--- src/rtl/uart_top.sv ---
// uart_top: transmit-only UART that serialises one byte per tx_start request.
// The default build sends 8N1 frames. Defining UART_TX_PARITY_EN adds an
// even-parity bit after the data bits, which makes the frames 8E1.
// Each bit lasts BAUD_DIV clock cycles. tx and tx_busy are both registered.
module uart_top #(
  parameter int unsigned CLK_FREQ = 100_000_000,
  parameter int unsigned BAUD     = 9600,
  parameter int unsigned BAUD_DIV = CLK_FREQ / BAUD
) (
  input  logic       clk,
  input  logic       rst,
  input  logic       tx_start,
  input  logic [7:0] tx_data,
  output logic       tx_busy,
  output logic       tx
);

  localparam int unsigned CW = (BAUD_DIV > 1) ? $clog2(BAUD_DIV) : 1;
  localparam logic [CW-1:0] LAST = CW'(BAUD_DIV - 1);

  typedef enum logic [2:0] {
    IDLE,
    START,
    DATA,
`ifdef UART_TX_PARITY_EN
    PARITY,
`endif
    STOP
  } state_t;

  state_t        state;
  logic [7:0]    shreg;
  logic [2:0]    bit_idx;
  logic [CW-1:0] baud_cnt;
  logic          bit_end;
`ifdef UART_TX_PARITY_EN
  logic          par;
`endif

  // The current bit time ends on the last baud count.
  assign bit_end = (baud_cnt == LAST);

  // Frame sequencer. The line level for each bit is registered on the same
  // edge that starts the bit, so tx switches exactly at the bit boundaries.
  always_ff @(posedge clk or posedge rst) begin
    if (rst) begin
      state    <= IDLE;
      tx       <= 1'b1;
      tx_busy  <= 1'b0;
      shreg    <= '0;
      bit_idx  <= '0;
      baud_cnt <= '0;
`ifdef UART_TX_PARITY_EN
      par      <= 1'b0;
`endif
    end else begin
      if (state == IDLE) begin
        baud_cnt <= '0;
      end else if (bit_end) begin
        baud_cnt <= '0;
      end else begin
        baud_cnt <= baud_cnt + CW'(1);
      end

      case (state)
        IDLE: begin
          tx      <= 1'b1;
          tx_busy <= 1'b0;
          if (tx_start) begin
            shreg   <= tx_data;
            bit_idx <= '0;
`ifdef UART_TX_PARITY_EN
            par     <= ^tx_data;
`endif
            tx      <= 1'b0;
            tx_busy <= 1'b1;
            state   <= START;
          end
        end

        START: begin
          if (bit_end) begin
            // Present bit 0 now. The shift leaves the next bit ready in shreg[0].
            tx    <= shreg[0];
            shreg <= shreg >> 1;
            state <= DATA;
          end
        end

        DATA: begin
          if (bit_end) begin
            if (bit_idx == 3'd7) begin
`ifdef UART_TX_PARITY_EN
              tx    <= par;
              state <= PARITY;
`else
              tx    <= 1'b1;
              state <= STOP;
`endif
            end else begin
              tx      <= shreg[0];
              shreg   <= shreg >> 1;
              bit_idx <= bit_idx + 3'd1;
            end
          end
        end

`ifdef UART_TX_PARITY_EN
        PARITY: begin
          if (bit_end) begin
            tx    <= 1'b1;
            state <= STOP;
          end
        end
`endif

        STOP: begin
          if (bit_end) begin
            tx      <= 1'b1;
            tx_busy <= 1'b0;
            state   <= IDLE;
          end
        end

        default: begin
          tx      <= 1'b1;
          tx_busy <= 1'b0;
          state   <= IDLE;
        end
      endcase
    end
  end

endmodule

--- config.mk ---
export PLATFORM = sky130hd
export DESIGN_NAME = uart_top
export DESIGN_NICKNAME = d
export VERILOG_FILES = /design/src/rtl/uart_top.sv
export SDC_FILE = /design/constraint.sdc
export NUM_CORES = 1
export LEC_CHECK = 0
export BUFFER_PORTS_ARGS = -buffer_cell sky130_fd_sc_hd__buf_2
export CAP_MARGIN = 20
export CORE_ASPECT_RATIO = 1.2
export CORE_MARGIN = 2
export CORE_UTILIZATION = 50
export DETAILED_ROUTE_END_ITERATION = 7
export GPL_TIMING_DRIVEN = 0
export PLACE_DENSITY = 0.68
export SYNTH_ARGS = -nofsm -noshare
export SYNTH_HDL_FRONTEND = slang
export SYNTH_SLANG_ARGS = --single-unit
--- constraint.sdc ---
create_clock -name clk -period 4.4 [get_ports clk]
set_clock_uncertainty 0.15 [all_clocks]
set_input_delay 0.88 -clock clk [delete_from_list [all_inputs] [get_ports clk]]
set_output_delay 0.88 -clock clk [all_outputs]
set_load 0.03 [all_outputs]
# Word-level counts from Yosys, hierarchy flattened
# Index checks and enable logic that the tools add are counted.
totals:
  word_cells: 55
  regBits: 30
  output_inout_bits: 2
  in_bits: 11
classes:
  n_reduce_logical: 9
  add_sub_neg: 2
  eq_ne: 11
  n_bitwise: 1
  muxes: 26
op_table:
  columns: ["operator", "count"]
  rows:
  - ["two-way mux 8 bit", 4]
  - ["two-way mux 14 bit", 2]
  - ["two-way mux 3 bit", 8]
  - ["one-hot mux 8 bit (3 select lines)", 1]
  - ["adder 14 x 1 -> 14 bit, second input constant", 1]
  - ["equality test 14 bit, second input constant", 1]
  - ["!= test 2 bit, second input constant", 6]
  - ["one-hot mux 3 bit (4 select lines)", 1]
  - ["AND reduction 5 bit", 2]
  - ["two-way mux 1 bit", 7]
  - ["equality test 3 x 2 -> 1 bit, second input constant", 2]
  - ["one-hot mux 3 bit (2 select lines)", 1]
  - ["one-hot mux 1 bit (4 select lines)", 1]
  - ["AND reduction 4 bit", 1]
  - ["adder 3 x 1 -> 3 bit, second input constant", 1]
  - ["equality test 3 x 1 -> 1 bit, second input constant", 1]
  - ["equality test 3 bit, second input constant", 1]
  - ["logical NOT 3 bit", 1]
  - ["one-hot mux 1 bit (3 select lines)", 1]
  - ["AND reduction 3 bit", 1]
  - ["nonzero test 3 bit", 1]
  - ["AND reduction 2 bit", 1]
  - ["nonzero test 2 bit", 1]
  - ["OR reduction 2 bit", 1]
  - ["inverter 1 bit", 1]

# Depth between registers and ports, before layout
# Gate-level depths: netlist of run 1.
depth:
  word_depth: 4
  mapped_depth: 7
  ltp_nobuf: 6

# Least setup slack after synthesis of run 1
# No wires, ideal clock.
synth_timing:
  path_type: "input-to-reg"
  startpoint: "input tx_start"
  endpoint: "register shreg[0]"
  setup_time_ns: 0.125
  slack_ns: 2.249
  path_buffers: 0
  stages: 4
  arrival_time_ns: 1.876
  required_ns: 4.125
  path_cell_list: "nor2b_1 -> a211oi_2 -> a21oi_4 -> mux2_2"
synth_via:
  elab_chain_cells: 2
synth_rtl:
  columns: ["element", "line", "rtl"]
  rows:
  - ["start, declared", "12", "input logic tx_start,"]
  - ["!= test 2 bit (no line)", null, null]
  - ["AND reduction 5 bit (no line)", null, null]
  - ["end signal, assigned", "70", "shreg <= tx_data;"]
  - ["end signal, assigned", "85", "shreg <= shreg >> 1;"]
  - ["end signal, assigned", "102", "shreg <= shreg >> 1;"]
  - ["end, declared", "32", "logic [7:0] shreg;"]
# No other way between the ends.
# A chain may end at the register's enable or synchronous reset.

# Worst setup path in the final report of run 1
layout_timing:
  startpoint: "register state[0]"
  endpoint: "register shreg[7]"
layout_via:
  elab_chain_cells: 3
  elab_cells_between_ends: 10
  classes_between: "6 x eq/ne; 1 x mux; 3 x reduce/logical"
layout_rtl:
  columns: ["element", "line", "rtl"]
  rows:
  - ["start, declared", "31", "state_t state;"]
  - ["start signal, assigned", "47", "state <= IDLE;"]
  - ["start signal, assigned", "77", "state <= START;"]
  - ["start signal, assigned", "86", "state <= DATA;"]
  - ["equality test 3 x 2 -> 1 bit (tied with other cells)", "65", "case (state)"]
  - ["!= test 2 bit (no line) / nonzero test 3 bit (equally long branches)", null, null]
  - ["AND reduction 5 bit (no line)", null, null]
# Several ways; a longest one is shown, not always the timed one.

==> results_dict.tcl, run 1 <==
set metrics [dict create \
    dp_slack_ns 1.89 \
    crit_required_ns 4.42 \
    dr_total_vias 1184 \
    hold_buffers 0 \
    ys_warn_count 0 \
    ys_seq_elements 29 \
    final-max-slew-violation-count 0 \
    ir_worst_vdd_mv 0.470 \
    clk_latency_ns 0.28 \
    layout.area.seq_sq_um 727 \
    endpoint_kind "flop" \
    globalRouteOverflowTotal 0 \
    reg2reg_depth 7 \
    hp-class "flop to flop" \
    cts_tree "done" \
    die_h_um 67.8 \
    synth_top_area_frac 0.413 \
    arrival_ns 2.40 \
    synth_async_sr_flop_share 1.00 \
    hold_viol_final 0 \
    htree_levels 2 \
    path_clk_slew_ns 0.06 \
    min_path_cells 1 \
    post_cts_buffers 0 \
    core_area_sq_mm 0.00328 \
    ys.flop_type "dfrtp_1" \
    worstPathMaxFanout 9 \
    maxCapViolCount 0 \
    synth.area.top_cells "dfrtp_1 (41%), mux2_2 (11%), ha_1 (5.9%)" \
    drive_gt1_frac 0.292 \
    status "complete, no violations" \
    initial_utilization 0.517 \
    drt-initial-drc-count 38 \
    cts_max_path_buffers 2 \
    synth.largest_area_cell "dfrtp_1" \
    dp_hpwl_um 2250 \
    row_count 23 \
    grt_use_total 0.184 \
    tritoncts.num_buffers 5 \
    timing.reg2reg.setup_slack_ns 2.02 \
    first_pass_iters 4 \
    finalSetupTns_ns 0 \
    layout_setup_ws_ns 2.02 \
    syn_nets 176 \
    worstHoldStart "baud_cnt[0]$_DFF_PP0_" \
    finalCritPeriodShare 0.541 \
    wire_per_inst_um 14.6 \
    leakage_nw 0.875 \
    final_antenna_net_count 0 \
    yosysUniqueCellTypes 41 \
    die_w_um 57.2 \
    power.density_mw_per_mm2 619 \
    worst_pin_slew_ns 0.617 \
    r2r-end "shreg[7]$_DFFE_PP0P_" \
    slew_headroom 0.588 \
    grt_max_degree 30 \
    routed_wl_um 3140 \
    multi_input_area_sq_um 890 \
    synth-edff-count 0 \
    hold_end "baud_cnt[0]$_DFF_PP0_" \
    total_power_mw 1.19 \
    worstSetupPathType "flop to flop" \
    startpoint_type "flop" \
    ioPinCount 13 \
    clock-root-buffer "clkbuf_8" \
    die_area_sq_mm 0.00387 \
    fillers 296 \
    dpl.cell_count 206 \
    post_layout_nonfiller_instances 215 \
    yosysSeqAreaShare 0.429 \
    syn_area_sq_mm 0.00170 \
    place_congestion 0.841 \
    vias_per_cell 5.51 \
    grt_pass1_wl_um 5340 \
    fin_nets 196 \
    antenna_cells 0 \
    antenna_found_initial 0 \
    rsz0062_at_grt "no" \
    drc 0 \
    area_growth_pct 13.1 \
    setup_viol 0 \
    clock.fmax_mhz 420 \
    min_period_ns 2.38 \
    syn-mean-instance-area_sq_um 10.8 \
    grt_pass1_vias 1198 \
    cts_resized 0 \
    netlist_instances 157 \
    rr_startpoint "state[0]$_DFFE_PP0P_" \
    clock-sinks 29 \
    portBuffers 12 \
]
critical path, stage by stage (launching register included):
cell and delay [ns]:
dfrtp_1 0.43, inv_1 0.11, ha_1 0.14, buf_2 0.18
nor2b_1 0.43, a211oi_2 0.13, a21oi_4 0.32, mux2_2 0.38
cells by family (layout without fill, tap and decap cells):
group                      after synthesis  count (layout)  synth area share
and+or+nand+nor                         55              55             0.194
AOI/OAI and AO/OA                       18              18            0.0775
buffers and inverters                   15              36            0.0465
xor gates and xnor gates                10              10            0.0517
DFF                                     29              29             0.429
adders and majority gates                8               8            0.0590
muxes                                   22              22             0.142
power breakdown:
group / internal [mW] / total [mW] / switching [mW]
sequential: 0.350 / 0.403 / 0.0527
clock: 0.141 / 0.244 / 0.103
combinational: 0.266 / 0.540 / 0.274
total: 0.757 / 1.19 / 0.429
worst max path at each step:
| stage | from | end | slack, ns | cells past startpoint |
|---|---|---|---|---|
| global placement | tx_start | shreg[6]$_DFFE_PP0P_ | 1.93 | 5 |
| global route | state[0]$_DFFE_PP0P_ | shreg[0]$_DFFE_PP0P_ | 1.83 | 7 |
| finish | state[0]$_DFFE_PP0P_ | shreg[7]$_DFFE_PP0P_ | 2.02 | 7 |
| CTS | state[0]$_DFFE_PP0P_ | shreg[4]$_DFFE_PP0P_ | 2.00 | 7 |
| floorplan | tx_start | shreg[0]$_DFFE_PP0P_ | 2.25 | 4 |
| detailed placement | tx_start | shreg[4]$_DFFE_PP0P_ | 1.89 | 5 |
layer usage:
| metal | track usage | vias to the layer above | wire length [um] |
|---|---|---|---|
| li1 | - | 592 | - |
| met1 | 0.220 | 575 | 1410 |
| met2 | 0.309 | 12 | 1580 |
| met3 | 0.0517 | 5 | 94 |
| met4 | 0.0872 | 0 | 63 |
| met5 | 0 | - | 0 |
synth_stat cells, types with 4 or more instances:
master / instances
nand2_1: 5
nand3_1: 7
mux2i_1: 5
nand4_1: 4
nor2b_1: 4
xor2_1: 9
dfrtp_1: 28
nor2_1: 16
inv_1: 8
o21ai_0: 6
ha_1: 8
mux2_2: 17
cell type report:
class / count / share of cell area
Multi-Input combinational cell: 113 / 0.464
Sequential cell: 29 / 0.379
Clock buffer: 7 / 0.0502
Timing Repair Buffer: 13 / 0.0391
Buffer: 7 / 0.0254
Tap cell: 37 / 0.0241
Inverter: 8 / 0.0157
Clock inverter: 1 / 0.00261
cells in the final DEF, fill, tap and decap left out, drive strengths merged, types with 7 or more instances in the layout:
master   n
clkbuf   7
inv      8
mux2    17
nand3    7
o21ai    7
nor2    16
buf     20
xor2     9
dfrtp   28
ha       8
sequential cells by signal (all words and copies together), names as in the netlist:
register,count
baud_cnt,14
shreg,8
bit_idx,3
state,2
tx,1
tx_busy,1
per-stage QoR:
step	instance area [sq um]	hold WS [ns]	util
3_3_place_gp	1800	0.318	0.549
4_1_cts	1900	0.331	0.580
3_5_place_dp	1800	0.322	0.549
5_1_grt	1920	0.374	0.585
2_1_floorplan	1700	0.298	-
6_report	1920	0.329	0.585
Power figures use the tool's default switching activity.
==> run 2: changes to the inputs <==
==> constraint.sdc (replaced) <==
create_clock -name clk -period 2.4 [get_ports clk]
set_clock_uncertainty 0.15 [all_clocks]
set_input_delay 0.48 -clock clk [delete_from_list [all_inputs] [get_ports clk]]
set_output_delay 0.48 -clock clk [all_outputs]
set_load 0.03 [all_outputs]
==> results_dict.tcl, run 2 (synthesis results as in run 1) <==
set metrics [dict create \
    cts_resized 0 \
    power.density_mw_per_mm2 1130 \
    path_clk_slew_ns 0.07 \
    grt_pass1_vias 1198 \
    ioPinCount 13 \
    clock-root-buffer "clkbuf_8" \
    dr_total_vias 1184 \
    portBuffers 12 \
    grt_pass1_wl_um 5340 \
    die_h_um 67.8 \
    dp_hpwl_um 2250 \
    crit_family "flip-flops" \
    final_antenna_net_count 0 \
    die_w_um 57.2 \
    clk_latency_ns 0.28 \
    grt_max_degree 30 \
    min_period_ns 2.23 \
    post_cts_buffers 0 \
    drc 0 \
    routed_wl_um 3130 \
    final_cell_mix "dfrtp_1 (28), mux2_2 (17), nor2_1 (16), buf_2 (15), xor2_1 (9)" \
    clock-sinks 29 \
    timing.reg2reg.setup_slack_ns 0.17 \
    layout_commonest_cell "dfrtp_1" \
    leakage_nw 0.879 \
    hold_buffers 0 \
    finalCritPeriodShare 0.928 \
    tritoncts.num_buffers 5 \
    crit_buf_inv 2 \
    worstPathMaxFanout 8 \
    dp_slack_ns 0.0149 \
    worst_path_largest_cell_delay_ns 0.40 \
    endpoint_kind "flop" \
    antenna_found_initial 0 \
    grt_use_total 0.184 \
    dpl.cell_count 206 \
    maxCapViolCount 0 \
    drive_gt1_frac 0.298 \
    setup_viol 0 \
    htree_levels 2 \
    fin_nets 196 \
    rsz0062_at_grt "no" \
    cts_tree "done" \
    reg2reg_depth 7 \
    worst_pin_slew_ns 0.617 \
    startpoint_type "flop" \
    drt-initial-drc-count 33 \
    crit_required_ns 2.42 \
    layout_setup_ws_ns 0.172 \
    initial_utilization 0.517 \
    post-route-util 0.587 \
    antenna_cells 0 \
    reg_top3 "baud_cnt x14, shreg x8, bit_idx x3" \
    cts_max_path_buffers 2 \
    status "complete, no violations" \
    clock.fmax_mhz 449 \
    worstSetupPathType "flop to flop" \
    worstPathCellList "ha_1 > and4_1 > buf_4 > and4_4 > buf_6 > a21oi_4 > mux2_2" \
    r2r-end "shreg[7]$_DFFE_PP0P_" \
    post_layout_nonfiller_instances 215 \
    top_register "baud_cnt" \
    hp-class "input pin to async pin" \
    first_pass_iters 4 \
    wire_per_inst_um 14.6 \
    globalRouteOverflowTotal 0 \
    area_growth_pct 13.6 \
    hold_viol_final 0 \
    worst_path_max_delay_cell "dfrtp_1" \
    finalSetupTns_ns 0 \
    die_area_sq_mm 0.00387 \
    core_area_sq_mm 0.00328 \
    row_count 23 \
    slew_headroom 0.588 \
    vias_per_cell 5.51 \
    ir_worst_vdd_mv 0.862 \
    place_congestion 0.841 \
    arrival_ns 2.25 \
    final-max-slew-violation-count 0 \
    rr_startpoint "baud_cnt[0]$_DFF_PP0_" \
    largest_reg_flops 14 \
]
run 2: routing by layer:
layer,GRT usage,vias to the layer above,share of wire,wire (um)
met3,0.0517,5,0.033,104
met5,0,-,0,0
li1,-,593,-,-
met4,0.0872,0,0.020,63
met2,0.309,14,0.50,1580
met1,0.220,572,0.44,1380
run 2: metrics by stage:
stage / hold slack [ns] / power (mW) / cell area, sq um
after global placement: 0.318 / 1.68 / 1800
after floorplan: 0.298 / 1.54 / 1700
final: 0.111 / 2.18 / 1930
after detailed placement: 0.322 / 1.75 / 1800
after CTS: 0.284 / 2.20 / 1900
after global routing: 0.161 / 2.35 / 1930
run 2: cell type report:
cell class	count	area, sq um
Buffer	7	48.8
Clock buffer	7	96.3
Clock inverter	1	5.00
Fill cell	296	1360
Inverter	8	30.0
Multi-Input combinational cell	113	897
Sequential cell	29	727
Tap cell	37	46.3
Timing Repair Buffer	13	75.1
run 2: worst max-delay path by stage:
stage / from / end / slack, ns / cells past startpoint
floorplan: baud_cnt[0]$_DFF_PP0_ / shreg[0]$_DFFE_PP0P_ / 0.31 / 7
global placement: state[0]$_DFFE_PP0P_ / shreg[6]$_DFFE_PP0P_ / 0.1 / 7
detailed placement: state[0]$_DFFE_PP0P_ / shreg[4]$_DFFE_PP0P_ / 0.01 / 7
CTS: state[0]$_DFFE_PP0P_ / shreg[4]$_DFFE_PP0P_ / 0.0006 / 7
global route: baud_cnt[0]$_DFF_PP0_ / shreg[0]$_DFFE_PP0P_ / 0.08 / 7
finish: baud_cnt[0]$_DFF_PP0_ / shreg[7]$_DFFE_PP0P_ / 0.17 / 7
run 2: power by group:
group          internal [mW]  total (mW)  switching (mW)
clock                  0.259       0.446           0.188
sequential             0.642       0.738          0.0966
combinational          0.495       0.997           0.502
